[src/rtl/hazard_stall_unit_if.sv]
// Pipeline-side view of the hazard/stall unit: ID/EX/MEM hazard inputs and stall/flush controls.
interface hazard_stall_unit_if;
  logic [4:0]  rs1_IR1;
  logic [4:0]  rs2_IR1;
  logic        uses_rs2_IR1;
  logic        MemRead_IR2;
  logic [4:0]  rd_IR2;
  logic        branch_taken_IR3;
  logic        mem_busy;
  logic        stall_pc;
  logic        stall_IR1;
  logic        bubble_IR2;
  logic        flush_IR1;
  logic        flush_IR2;
  logic        stall_all;
  logic        mem_timeout;
  logic [15:0] stall_count;

  modport master (
    output rs1_IR1, rs2_IR1, uses_rs2_IR1, MemRead_IR2, rd_IR2, branch_taken_IR3, mem_busy,
    input  stall_pc, stall_IR1, bubble_IR2, flush_IR1, flush_IR2, stall_all, mem_timeout,
           stall_count
  );

  modport slave (
    input  rs1_IR1, rs2_IR1, uses_rs2_IR1, MemRead_IR2, rd_IR2, branch_taken_IR3, mem_busy,
    output stall_pc, stall_IR1, bubble_IR2, flush_IR1, flush_IR2, stall_all, mem_timeout,
           stall_count
  );
endinterface

[src/rtl/hazard_stall_unit.sv]
// Load-use stall, taken-branch flush and data-memory freeze control with a timeout watchdog.
module hazard_stall_unit #(
  parameter int unsigned LOAD_LATENCY = 1,
  parameter int unsigned MEM_TIMEOUT  = 64
) (
  input logic                 clk,
  input logic                 reset,
  hazard_stall_unit_if.slave  hsu
);

  localparam logic [1:0] StRun     = 2'd0;
  localparam logic [1:0] StLuStall = 2'd1;
  localparam logic [1:0] StMemWait = 2'd2;
  localparam logic [1:0] StErr     = 2'd3;

  logic [1:0]  state_q, state_d;
  logic [2:0]  lu_cnt_q, lu_cnt_d;
  logic [7:0]  mem_cnt_q, mem_cnt_d;
  logic        mem_timeout_q, mem_timeout_d;
  logic [15:0] stall_count_q, stall_count_d;

  logic hazard;
  logic stall_pc, stall_ir1, bubble_ir2, flush_ir1, flush_ir2, stall_all;

  assign hazard = hsu.MemRead_IR2 && (hsu.rd_IR2 != 5'd0) &&
                  ((hsu.rd_IR2 == hsu.rs1_IR1) ||
                   (hsu.uses_rs2_IR1 && (hsu.rd_IR2 == hsu.rs2_IR1)));

  always_comb begin
    state_d       = state_q;
    lu_cnt_d      = lu_cnt_q;
    mem_cnt_d     = mem_cnt_q;
    mem_timeout_d = mem_timeout_q;
    stall_pc      = 1'b0;
    stall_ir1     = 1'b0;
    bubble_ir2    = 1'b0;
    flush_ir1     = 1'b0;
    flush_ir2     = 1'b0;
    stall_all     = 1'b0;
    case (state_q)
      StRun, StLuStall: begin
        if (hsu.branch_taken_IR3) begin
          flush_ir1 = 1'b1;
          flush_ir2 = 1'b1;
          lu_cnt_d  = 3'd0;
          state_d   = StRun;
        end else if (hsu.mem_busy) begin
          // Any pending load-use bubbles are dropped; the freeze takes over.
          stall_all = 1'b1;
          stall_pc  = 1'b1;
          stall_ir1 = 1'b1;
          lu_cnt_d  = 3'd0;
          mem_cnt_d = 8'd1;
          state_d   = StMemWait;
        end else if (state_q == StLuStall) begin
          stall_pc   = 1'b1;
          stall_ir1  = 1'b1;
          bubble_ir2 = 1'b1;
          lu_cnt_d   = lu_cnt_q - 3'd1;
          if (lu_cnt_q == 3'd1) state_d = StRun;
        end else if (hazard) begin
          stall_pc   = 1'b1;
          stall_ir1  = 1'b1;
          bubble_ir2 = 1'b1;
          if (LOAD_LATENCY > 1) begin
            lu_cnt_d = 3'(LOAD_LATENCY - 1);
            state_d  = StLuStall;
          end
        end
      end
      StMemWait: begin
        if (hsu.mem_busy) begin
          stall_all = 1'b1;
          stall_pc  = 1'b1;
          stall_ir1 = 1'b1;
          mem_cnt_d = mem_cnt_q + 8'd1;
          // mem_cnt counts busy cycles including the one that entered the wait.
          if (mem_cnt_d == 8'(MEM_TIMEOUT)) begin
            state_d       = StErr;
            mem_timeout_d = 1'b1;
          end
        end else begin
          mem_cnt_d = 8'd0;
          state_d   = StRun;
        end
      end
      default: begin
        stall_all = 1'b1;
        stall_pc  = 1'b1;
        stall_ir1 = 1'b1;
      end
    endcase
  end

  always_comb begin
    stall_count_d = stall_count_q;
    if (stall_pc && (stall_count_q != 16'hFFFF)) stall_count_d = stall_count_q + 16'd1;
  end

  always_ff @(posedge clk) begin
    if (reset) begin
      state_q       <= StRun;
      lu_cnt_q      <= 3'd0;
      mem_cnt_q     <= 8'd0;
      mem_timeout_q <= 1'b0;
      stall_count_q <= 16'd0;
    end else begin
      state_q       <= state_d;
      lu_cnt_q      <= lu_cnt_d;
      mem_cnt_q     <= mem_cnt_d;
      mem_timeout_q <= mem_timeout_d;
      stall_count_q <= stall_count_d;
    end
  end

  assign hsu.stall_pc    = stall_pc;
  assign hsu.stall_IR1   = stall_ir1;
  assign hsu.bubble_IR2  = bubble_ir2;
  assign hsu.flush_IR1   = flush_ir1;
  assign hsu.flush_IR2   = flush_ir2;
  assign hsu.stall_all   = stall_all;
  assign hsu.mem_timeout = mem_timeout_q;
  assign hsu.stall_count = stall_count_q;

endmodule

[src/flat_wrapper.sv]
// flat-port wrapper written by rule: the top's interface ports become plain ports
module hazard_stall_unit_flat 
#(
  parameter int unsigned LOAD_LATENCY = 1,
  parameter int unsigned MEM_TIMEOUT  = 64
)
  (clk, reset, hsu_rs1_IR1, hsu_rs2_IR1, hsu_uses_rs2_IR1, hsu_MemRead_IR2, hsu_rd_IR2, hsu_branch_taken_IR3, hsu_mem_busy, hsu_stall_pc, hsu_stall_IR1, hsu_bubble_IR2, hsu_flush_IR1, hsu_flush_IR2, hsu_stall_all, hsu_mem_timeout, hsu_stall_count);
  hazard_stall_unit_if hsu_i ();
  input logic clk;
  input logic reset;
  input wire logic [$bits(hsu_i.rs1_IR1)-1:0] hsu_rs1_IR1;
  input wire logic [$bits(hsu_i.rs2_IR1)-1:0] hsu_rs2_IR1;
  input wire logic [$bits(hsu_i.uses_rs2_IR1)-1:0] hsu_uses_rs2_IR1;
  input wire logic [$bits(hsu_i.MemRead_IR2)-1:0] hsu_MemRead_IR2;
  input wire logic [$bits(hsu_i.rd_IR2)-1:0] hsu_rd_IR2;
  input wire logic [$bits(hsu_i.branch_taken_IR3)-1:0] hsu_branch_taken_IR3;
  input wire logic [$bits(hsu_i.mem_busy)-1:0] hsu_mem_busy;
  output wire logic [$bits(hsu_i.stall_pc)-1:0] hsu_stall_pc;
  output wire logic [$bits(hsu_i.stall_IR1)-1:0] hsu_stall_IR1;
  output wire logic [$bits(hsu_i.bubble_IR2)-1:0] hsu_bubble_IR2;
  output wire logic [$bits(hsu_i.flush_IR1)-1:0] hsu_flush_IR1;
  output wire logic [$bits(hsu_i.flush_IR2)-1:0] hsu_flush_IR2;
  output wire logic [$bits(hsu_i.stall_all)-1:0] hsu_stall_all;
  output wire logic [$bits(hsu_i.mem_timeout)-1:0] hsu_mem_timeout;
  output wire logic [$bits(hsu_i.stall_count)-1:0] hsu_stall_count;
  assign hsu_i.rs1_IR1 = hsu_rs1_IR1;
  assign hsu_i.rs2_IR1 = hsu_rs2_IR1;
  assign hsu_i.uses_rs2_IR1 = hsu_uses_rs2_IR1;
  assign hsu_i.MemRead_IR2 = hsu_MemRead_IR2;
  assign hsu_i.rd_IR2 = hsu_rd_IR2;
  assign hsu_i.branch_taken_IR3 = hsu_branch_taken_IR3;
  assign hsu_i.mem_busy = hsu_mem_busy;
  assign hsu_stall_pc = hsu_i.stall_pc;
  assign hsu_stall_IR1 = hsu_i.stall_IR1;
  assign hsu_bubble_IR2 = hsu_i.bubble_IR2;
  assign hsu_flush_IR1 = hsu_i.flush_IR1;
  assign hsu_flush_IR2 = hsu_i.flush_IR2;
  assign hsu_stall_all = hsu_i.stall_all;
  assign hsu_mem_timeout = hsu_i.mem_timeout;
  assign hsu_stall_count = hsu_i.stall_count;
  hazard_stall_unit #(.LOAD_LATENCY(LOAD_LATENCY), .MEM_TIMEOUT(MEM_TIMEOUT)) u_core (.clk(clk), .reset(reset), .hsu(hsu_i));
endmodule
[config.mk]
export PLATFORM = sky130hd
export DESIGN_NAME = hazard_stall_unit_flat
export DESIGN_NICKNAME = d
export VERILOG_FILES = /design/src/rtl/hazard_stall_unit_if.sv /design/src/rtl/hazard_stall_unit.sv /design/src/flat_wrapper.sv
export SDC_FILE = /design/constraint.sdc
export NUM_CORES = 1
export LEC_CHECK = 0
export ABC_CLOCK_PERIOD_IN_PS = 3300
export CAP_MARGIN = 25
export CORE_MARGIN = 8
export CORE_UTILIZATION = 35
export DETAILED_ROUTE_END_ITERATION = 8
export GPL_TIMING_DRIVEN = 1
export PLACE_DENSITY_LB_ADDON = 0.08
export SYNTH_ARGS = -nofsm -noshare
export SYNTH_HDL_FRONTEND = slang
export SYNTH_SLANG_ARGS = --single-unit
[constraint.sdc]
create_clock -name clk -period 3.3 [get_ports clk]
set_clock_uncertainty 0.05 [all_clocks]
set_input_delay 0.66 -clock clk [delete_from_list [all_inputs] [get_ports clk]]
set_output_delay 0.66 -clock clk [all_outputs]
set_load 0.02 [all_outputs]
## Yosys cells after proc, flatten, opt, wreduce, memory -nomap -nowiden

Index checks and enable logic that the tools add are counted.

| storage, ports and cells | value |
|---|---|
| register bits after elaboration | 30 |
| input bits | 21 |
| logic and storage cells | 61 |

| operators by class | value |
|---|---|
| $add $sub $neg | 3 |
| equality and inequality tests | 12 |
| muxes and demuxes | 27 |
| reduce and logical (&&, ||, !) cells | 14 |

Operators with widths:

| kind | count |
|---|---|
| $mux W8 | 3 |
| $add A16 B1 Y16 const B | 1 |
| $ne A16 B16 Y1 const B | 1 |
| $pmux W8 S2 | 1 |
| $mux W2 | 6 |
| $mux W1 | 11 |
| $eq A5 B5 Y1 | 2 |
| $mux W3 | 3 |
| $add A8 B1 Y8 const B | 1 |
| $eq A8 B7 Y1 const B | 1 |
| $ne A4 B3 Y1 const B | 2 |
| $reduce_and A3 Y1 | 2 |
| $reduce_bool A5 Y1 | 1 |
| $logic_and A1 B1 Y1 | 4 |
| $ne A2 B2 Y1 const B | 2 |
| $pmux W1 S2 | 2 |
| $pmux W2 S2 | 1 |
| $reduce_and A4 Y1 | 1 |
| $eq A3 B1 Y1 const B | 1 |
| $ne A3 B2 Y1 const B | 1 |
| $reduce_bool A3 Y1 | 1 |
| $sub A3 B1 Y3 const B | 1 |
| $eq A2 B1 Y1 const B | 1 |
| $eq A2 B2 Y1 const B | 1 |
| other kinds (5) | 5 |

## Depth between registers and ports, before layout

Gate-level depths: netlist (run 1).

| logic depth | value |
|---|---|
| word-level depth | 10 |
| gate-level depth with buffers | 9 |
| depth with buffers taken out | 7 |

## Least setup slack after synthesis (run 1)

No wires, ideal clock.

| path | value |
|---|---|
| path kind | input to output |
| start point | in hsu_rd_IR2[3] |
| end point | out hsu_stall_pc |
| arrival time | 1.919 ns |
| data required time | 2.590 ns |
| setup slack | 0.671 ns |
| stages | 5 |
| path buffers | 1 |
| path through | xor2_1 > nor4_1 > a32oi_1 > o21ai_1 > buf_4 |

| on the way | value |
|---|---|
| cells in the longest elaborated chain, start to end | 9 |

RTL lines:

| what | RTL line | text |
|---|---|---|
| start, declared | flat_wrapper.sv:15 | `input wire logic [$bits(hsu_i.rd_IR2)-1:0] hsu_rd_IR2;` |
| $eq A5 B5 Y1 | hazard_stall_unit.sv:27 | `(hsu.uses_rs2_IR1 && (hsu.rd_IR2 == hsu.rs2_IR1)));` |
| $logic_and A1 B1 Y1 | hazard_stall_unit.sv:27 |  |
| $logic_or A1 B1 Y1 | hazard_stall_unit.sv:26 | `((hsu.rd_IR2 == hsu.rs1_IR1) \|\|` |
| $logic_and A1 B1 Y1 * | hazard_stall_unit.sv:25 | `assign hazard = hsu.MemRead_IR2 && (hsu.rd_IR2 != 5'd0) &&` |
| $mux W1 * (4 in a row) | -- |  |
| $pmux W1 S2 * | -- |  |
| end, declared | flat_wrapper.sv:18 | `output wire logic [$bits(hsu_i.stall_pc)-1:0] hsu_stall_pc;` |

Mark *: on every way between the ends. The rest lies on a longest branch, timed or not.

## Final worst setup path (run 1)

| path | value |
|---|---|
| start point | in hsu_rd_IR2[0] |
| end point | out hsu_bubble_IR2 |

| on the way | value |
|---|---|
| cells in the longest elaborated chain, start to end | 9 |

RTL lines:

| what | RTL line | text |
|---|---|---|
| $eq A5 B5 Y1 | hazard_stall_unit.sv:27 |  |
| $logic_and A1 B1 Y1 | hazard_stall_unit.sv:27 |  |
| $logic_or A1 B1 Y1 | hazard_stall_unit.sv:26 |  |
| $logic_and A1 B1 Y1 * | hazard_stall_unit.sv:25 |  |
| $mux W1 * | hazard_stall_unit.sv:61 | `end else if (hazard) begin` |
| $mux W1 * | hazard_stall_unit.sv:55 | `end else if (state_q == StLuStall) begin` |
| $mux W1 * | hazard_stall_unit.sv:47 | `end else if (hsu.mem_busy) begin` |
| $mux W1 * | hazard_stall_unit.sv:42 | `if (hsu.branch_taken_IR3) begin` |
| $mux W1 * | hazard_stall_unit.sv:40 | `case (state_q)` |
| end, declared | flat_wrapper.sv:20 | `output wire logic [$bits(hsu_i.bubble_IR2)-1:0] hsu_bubble_IR2;` |

Marks and branches as above.

==> impl_results.md, run 1 <==
* Initial core utilization at 0.354
* Final Cycle Share at 0.942
* Post-Synthesis Cells at 218
* Mapped Nets at between 200 and 250
* Leak at 0.848 nW
* Reg-to-Reg End: u_core.hsu.stall_count[5]
* Area Growth Syn to Fin at 35.8%
* DIE WIDTH at between 80 and 90 µm
* R2r startpoint: u_core.hsu.stall_count[0]
* Gpl congestion at 0.773
* Most common cell in the netlist: dfxtp_1
* PwrDens at 348 mW/mm²
* Clock Latency Late Sink at 0.28 ns
* Setup TNS at 0 ns
* Final instance area at 0.00240 mm²
* Antenna violations before repair at 0
* Die Height at 87.0 µm
* Ys Warns at 0
* Vias per inst at a little over 5
* Syn Std Cell Area at 0.00176 mm²
* Number of post-CTS setup repair buffers at 0
* Post-placement cell area at roughly 0.0023 mm²
* Number of I/O pins at 44
* Residual DRC count at 0
* Crit path buf inv count at 2
* Wire per inst at 13.6 µm
* Initial DRC Count at 120
* Fillers at slightly below 500
* Status: complete, no violations
* Post-layout util at 0.481
* Tot GR Track Use at 0.130
* CP required at 2.59 ns
* Fin nets at 293
* Largest net degree at the start of global routing at 27
* Root Driver: clkbuf_8
* Number of distinct library cells after synthesis at 44
* CTS tree: yes
* I/O Buffers at 43
* Fin cells at ~340
* Fmax at roughly 0.32 GHz
* Post-synth EDFFs at 0
* Top delay family on crit path: buffers and inverters
* CP peak stage delay at about 0.56 ns
* Tot Pwr at 0.833 mW
* Post-synth top area share at 0.340
* Rows at 26
* Async S/R FF share, synth at 0
* Core ar. at 0.00498 mm²
* Hold_sp: u_core.hsu.mem_timeout
* H-tree depth at 2
* Routed Antenna Nets at 0
* Placed cells at 330
* Data arrival time of the critical path at 2.40 ns
* Synth Register Bits at 30
* Syn_area_per_cell at 8.09 µm²
* Ant diodes at 0
* Cts hold-fix bufs at 0
* Slew at the pin with the worst max-slew slack at 0.646 ns
* Final Hold Violating Endpoints at 0
* Crit end category: primary output
* Crit Path Category: primary input to primary output
* Max transition margin at 0.568
* Hold EP: u_core.hsu.mem_timeout
* Clock Tree Buf Depth at 2
* Maxcap violations at 0
* Pins Over Slew Limit at 0
* Maximum VDD drop at 0.182 mV
* First-pass GRT wire length at around 8 mm
* Crit Path Max Fanout at 3
* R2R setup slack at 0.94 ns
* Most frequent cells after synthesis: dfxtp_1, a21oi_1, nor2_1, o21ai_0, xor2_1
* TritonRoute pass-1 iters at 4
* Largest cells by area after synthesis: dfxtp_1, a21oi_1, xor2_1
* Main flop type after synthesis: dfxtp_1
* Min-Delay Path Class: flop to flop
* CTS Sinks at 30
* Seq/Total Area, Yosys at 0.340
* CTS buffer count at 5
* Area leader, netlist: dfxtp_1
* Layout cell share with drive strength beyond 1 at 0.0933
* R2R depth at 7
* Minimum clock period at 3.11 ns
* Worst Hold Path Cells at 2
* Via count at 1755
* Final setup vio count at 0
* CP max-delay cell: or4_1
* Wirelength, routed at around 4.6 mm
* Post-CTS resize count at 3
* Dpl hpwl at ~3.3 mm
* Critical Path, Cell by Cell: clkdlybuf4s50_1 -> or4_1 -> o21ai_0 -> nor2_1 -> o21a_1 -> dlygate4sd2_1
* Clk slew on worst S/H paths at 0.06 ns
* DIE AREA at 0.00757 mm²
* RSZ-0062 raised after global routing: no
* Total grt overflow at 0
* Startpoint types: primary input
* Number of global-route vias before repair at 1616
==> sequential cells by signal (all words and copies together) (netlist names) <==
register,flops
u_core.hsu.mem_timeout,1
u_core.hsu.stall_count,16
u_core.lu_cnt_q,3
u_core.mem_cnt_q,8
u_core.state_q,2
==> metal layers <==
| layer | global-route usage | vias to the layer above | routed length (µm) |
|---|---|---|---|
| met4 | 0.0469 | 0 | 47 |
| met1 | 0.180 | 807 | 2360 |
| li1 | - | 892 | - |
| met3 | 0.0415 | 5 | 323 |
| met2 | 0.180 | 51 | 1870 |
| met5 | 0 | - | 0 |
==> power by group <==
group	internal, mW	switching (mW)	leakage (nW)
combinational	0.0571	0.0542	0.548
clock	0.210	0.139	0.0575
sequential	0.366	0.00644	0.242
total	0.634	0.199	0.848
==> logic make-up after synthesis <==
logic type      after synthesis  share of synthesized area
fa+ha+maj                     5                     0.0355
simple gates                 84                      0.266
compound gates               64                      0.218
mux                           4                     0.0248
flops                        30                      0.340
xor+xnor                     12                     0.0596
buf+inv                      19                     0.0553
==> area by class of cell <==
class / count / area (µm²) / area share
multi-input combinational: 169 / 1070 / 0.445
timing repair buffer: 53 / 502 / 0.209
inverter: 8 / 30.0 / 0.0125
clock buffer: 8 / 110 / 0.0460
sequential: 30 / 601 / 0.251
tap: 70 / 87.6 / 0.0366
==> tightest hold or removal path, stage by stage (launching register included) <==
cell and delay (ns):
dfxtp_1 0.31, inv_1 0.04, a21oi_1 0.05
==> layout by cell type, fill, tap and decap left out, types with 3 or more instances in the layout <==
| cell | synthesis | final |
|---|---|---|
| nor2_1 | 19 | 19 |
| or4_1 | 5 | 5 |
| nand4_1 | 5 | 5 |
| nor2b_1 | 3 | 3 |
| or3_1 | 7 | 7 |
| and3_1 | 5 | 5 |
| clkdlybuf4s50_1 | 0 | 40 |
| o31ai_1 | 4 | 4 |
| nand3_1 | 9 | 9 |
| ha_1 | 5 | 5 |
| nor3_1 | 8 | 8 |
| mux2_1 | 3 | 3 |
| nand3b_1 | 5 | 5 |
| clkbuf_8 | 0 | 8 |
| nand2_1 | 8 | 8 |
| nand2b_1 | 3 | 3 |
| buf_4 | 2 | 10 |
| a21oi_1 | 24 | 24 |
| inv_1 | 7 | 7 |
| dfxtp_1 | 30 | 30 |
| xor2_1 | 11 | 11 |
| o21ai_1 | 9 | 9 |
| o21ai_0 | 11 | 11 |
| dlygate4sd2_1 | 0 | 3 |
==> how the worst max path moves through the flow <==
stage          slack (ns)             end     startpoint  depth (start not counted)
2_1_floorplan        0.67    hsu_stall_pc  hsu_rd_IR2[3]                          5
3_3_place_gp        -0.04  hsu_bubble_IR2  hsu_rd_IR2[2]                          7
3_5_place_dp        -0.07    hsu_stall_pc  hsu_rd_IR2[2]                          6
4_1_cts              0.19  hsu_bubble_IR2  hsu_rd_IR2[0]                          6
5_1_grt              0.03   hsu_stall_IR1  hsu_rd_IR2[3]                          6
6_report             0.19  hsu_bubble_IR2  hsu_rd_IR2[0]                          6
==> through the flow <==
step / worst slack [ns] / hold slack (ns)
2_1_floorplan: 0.671 / 0.400
3_3_place_gp: -0.0429 / 0.384
3_5_place_dp: -0.0652 / 0.390
4_1_cts: 0.188 / 0.399
5_1_grt: 0.0323 / 0.450
6_report: 0.191 / 0.394
Power figures use the tool's default switching activity.
==> inputs of run 2 (changes only) <==
SKIP_CTS_REPAIR_TIMING = 1   (was not set)
==> run 2 against run 1 <==
Against the previous run:
- die area unchanged
- largest power group unchanged
- sequential power about the same
- critical path type unchanged
- setup slack better by 0.11 ns
- clock power about the same
- critical path depth unchanged
- flip-flop and latch count unchanged
- register-to-register slack about the same
- power up 0.19%
==> impl_results.md, run 2 (synthesis gave the netlist of run 1 again) <==
* Core ar. at 0.00498 mm²
* Status: complete, no violations
* Top delay family on crit path: buffers and inverters
* I/O Buffers at 43
* Clock Tree Buf Depth at 2
* Most Used Layer, Global Route: met2
* PwrDens at about 350 mW/mm²
* Int Power at around 0.63 mW
* R2R depth at 7
* DIE AREA at ~0.0076 mm²
* Hold EP: u_core.hsu.mem_timeout
* Fmax at 0.334 GHz
* Routed Antenna Nets at 0
* CTS Sinks at 30
* Crit Path Category: primary input to primary output
* Root Driver: clkbuf_8
* Slew at the pin with the worst max-slew slack at 0.652 ns
* Area Growth Syn to Fin at 36.5%
* Total area of sequential cells at approximately 600 µm²
* Most common cell after layout, fill and taps aside: clkdlybuf4s50_1
* Worst Hold Path Cells at 2
* Number of I/O pins at 44
* Maximum VDD drop at 0.182 mV
* Pins Over Slew Limit at 0
* RSZ-0062 raised after global routing: no
* Vias per inst at 5.19
* Post-layout util at 0.484
* Wire per inst at 13.6 µm
* Dpl hpwl at 3.33 mm
* CP required at 2.59 ns
* Data arrival time of the critical path at 2.29 ns
* Critical Path, Cell by Cell: clkdlybuf4s50_1 -> or4_1 -> o21ai_0 -> nor2_1 -> o21a_1 -> dlymetal6s2s_1
* Max transition margin at 0.564
* NetSw at 0.200 mW
* Ant diodes at 0
* Largest register FFs at 16
* CTS buffer count at 5
* Crit end category: primary output
* Final Hold Violating Endpoints at 0
* Met1 usage at 0.180
* Final setup vio count at 0
* DIE WIDTH at 87.0 µm
* CTS tree: yes
* Min-Delay Path Class: flop to flop
* Net Sw Frac at 0.240
* Logic pwr share at 0.135
* Crit Path Max Fanout at 3
* Area taken by multi-input logic gates at 0.00107 mm²
* CP peak stage delay at 0.56 ns
* Die Height at 87.0 µm
* Number of global-route vias before repair at around 1600
* Pre-CTS setup slack at -0.0652 ns
* Gpl congestion at 0.773
* Rows at 26
* Part of the power in registers at 0.446
* CP max-delay cell: or4_1
* Total grt overflow at 0
* Met2 usage at 0.180
* Hold_sp: u_core.hsu.mem_timeout
* Crit path buf inv count at 2
* Antenna violations before repair at 0
* H-tree depth at 2
* Final Cycle Share at 0.908
* Residual DRC count at 0
* Fillers at 494
* R2r startpoint: u_core.hsu.stall_count[0]
* Reg-to-Reg End: u_core.hsu.stall_count[5]
* First-pass GRT wire length at 7.88 mm
* Final worst setup slack at approximately 0.3 ns
* Wirelength, routed at 4.61 mm
* Layout cell share with drive strength beyond 1 at 0.0933
* Minimum clock period at 3.00 ns
* Met3 Use GR at 0.0415
* Hold WS at 0.394 ns
* Leak at 0.882 nW
* Clock Latency Late Sink at 0.28 ns
* Startpoint types: primary input
* Clk slew on worst S/H paths at 0.06 ns
* Clock Power Share at 0.419
* Maxcap violations at 0
* Tot GR Track Use at 0.130
* TritonRoute pass-1 iters at 4
* R2R setup slack at 0.94 ns
* Via count at approximately 1800
* Commonest cells after routing, fill and taps aside: clkdlybuf4s50_1, dfxtp_1, a21oi_1
* Largest net degree at the start of global routing at 27
* Fin nets at 293
* Initial DRC Count at 115
* Initial core utilization at 0.354
run 2: cell count changes in the layout (fill, tap and decap cells not counted):
cell	before	now
dlygate4sd2_1	3	0
dlymetal6s2s_1	0	3
run 2: cell type report:
cell class	count	share of cell area
inverter	8	0.0125
timing repair buffer	53	0.213
tap	70	0.0364
sequential	30	0.249
multi-input combinational	169	0.443
clock buffer	8	0.0457
run 2: tightest hold or removal path: stages (launching register included):
cell and delay (ns):
dfxtp_1 0.31, inv_1 0.04, a21oi_1 0.05
run 2: how the worst max path moves through the flow:
| stage | from | endpoint | cells after the start |
|---|---|---|---|
| after floorplan | hsu_rd_IR2[3] | hsu_stall_pc | 5 |
| after global placement | hsu_rd_IR2[2] | hsu_bubble_IR2 | 7 |
| after detailed placement | hsu_rd_IR2[2] | hsu_stall_pc | 6 |
| after CTS | hsu_rd_IR2[2] | hsu_stall_pc | 6 |
| after global routing | hsu_rd_IR2[3] | hsu_stall_IR1 | 6 |
| final | hsu_rd_IR2[0] | hsu_bubble_IR2 | 6 |
run 2: stage by stage:
step / instance area [µm²] / cells / TNS [ns] / total power, mW
3_3_place_gp: 2290 / 330 / -0.0925 / 0.494
4_1_cts: 2400 / 338 / -0.198 / 0.848
5_1_grt: 2410 / 338 / 0 / 0.877
2_1_floorplan: 1760 / 218 / 0 / 0.438
3_5_place_dp: 2290 / 330 / -0.180 / 0.494
6_report: 2410 / 338 / 0 / 0.835
run 2: power by group through the flow:
| stage | Clock, mW | Combinational [mW] | Sequential [mW] |
|---|---|---|---|
| floorplan | 0 | 0.0574 | 0.381 |
| global placement | 0 | 0.113 | 0.381 |
| detailed placement | 0 | 0.114 | 0.381 |
| CTS | 0.362 | 0.114 | 0.372 |
| global route | 0.380 | 0.123 | 0.373 |
| finish | 0.350 | 0.112 | 0.373 |
run 2: layer usage:
layer  up-vias  wire (µm)
met5         -          0
met4         0         47
met3         5        308
met2        54       1860
met1       805       2400
li1        891          -
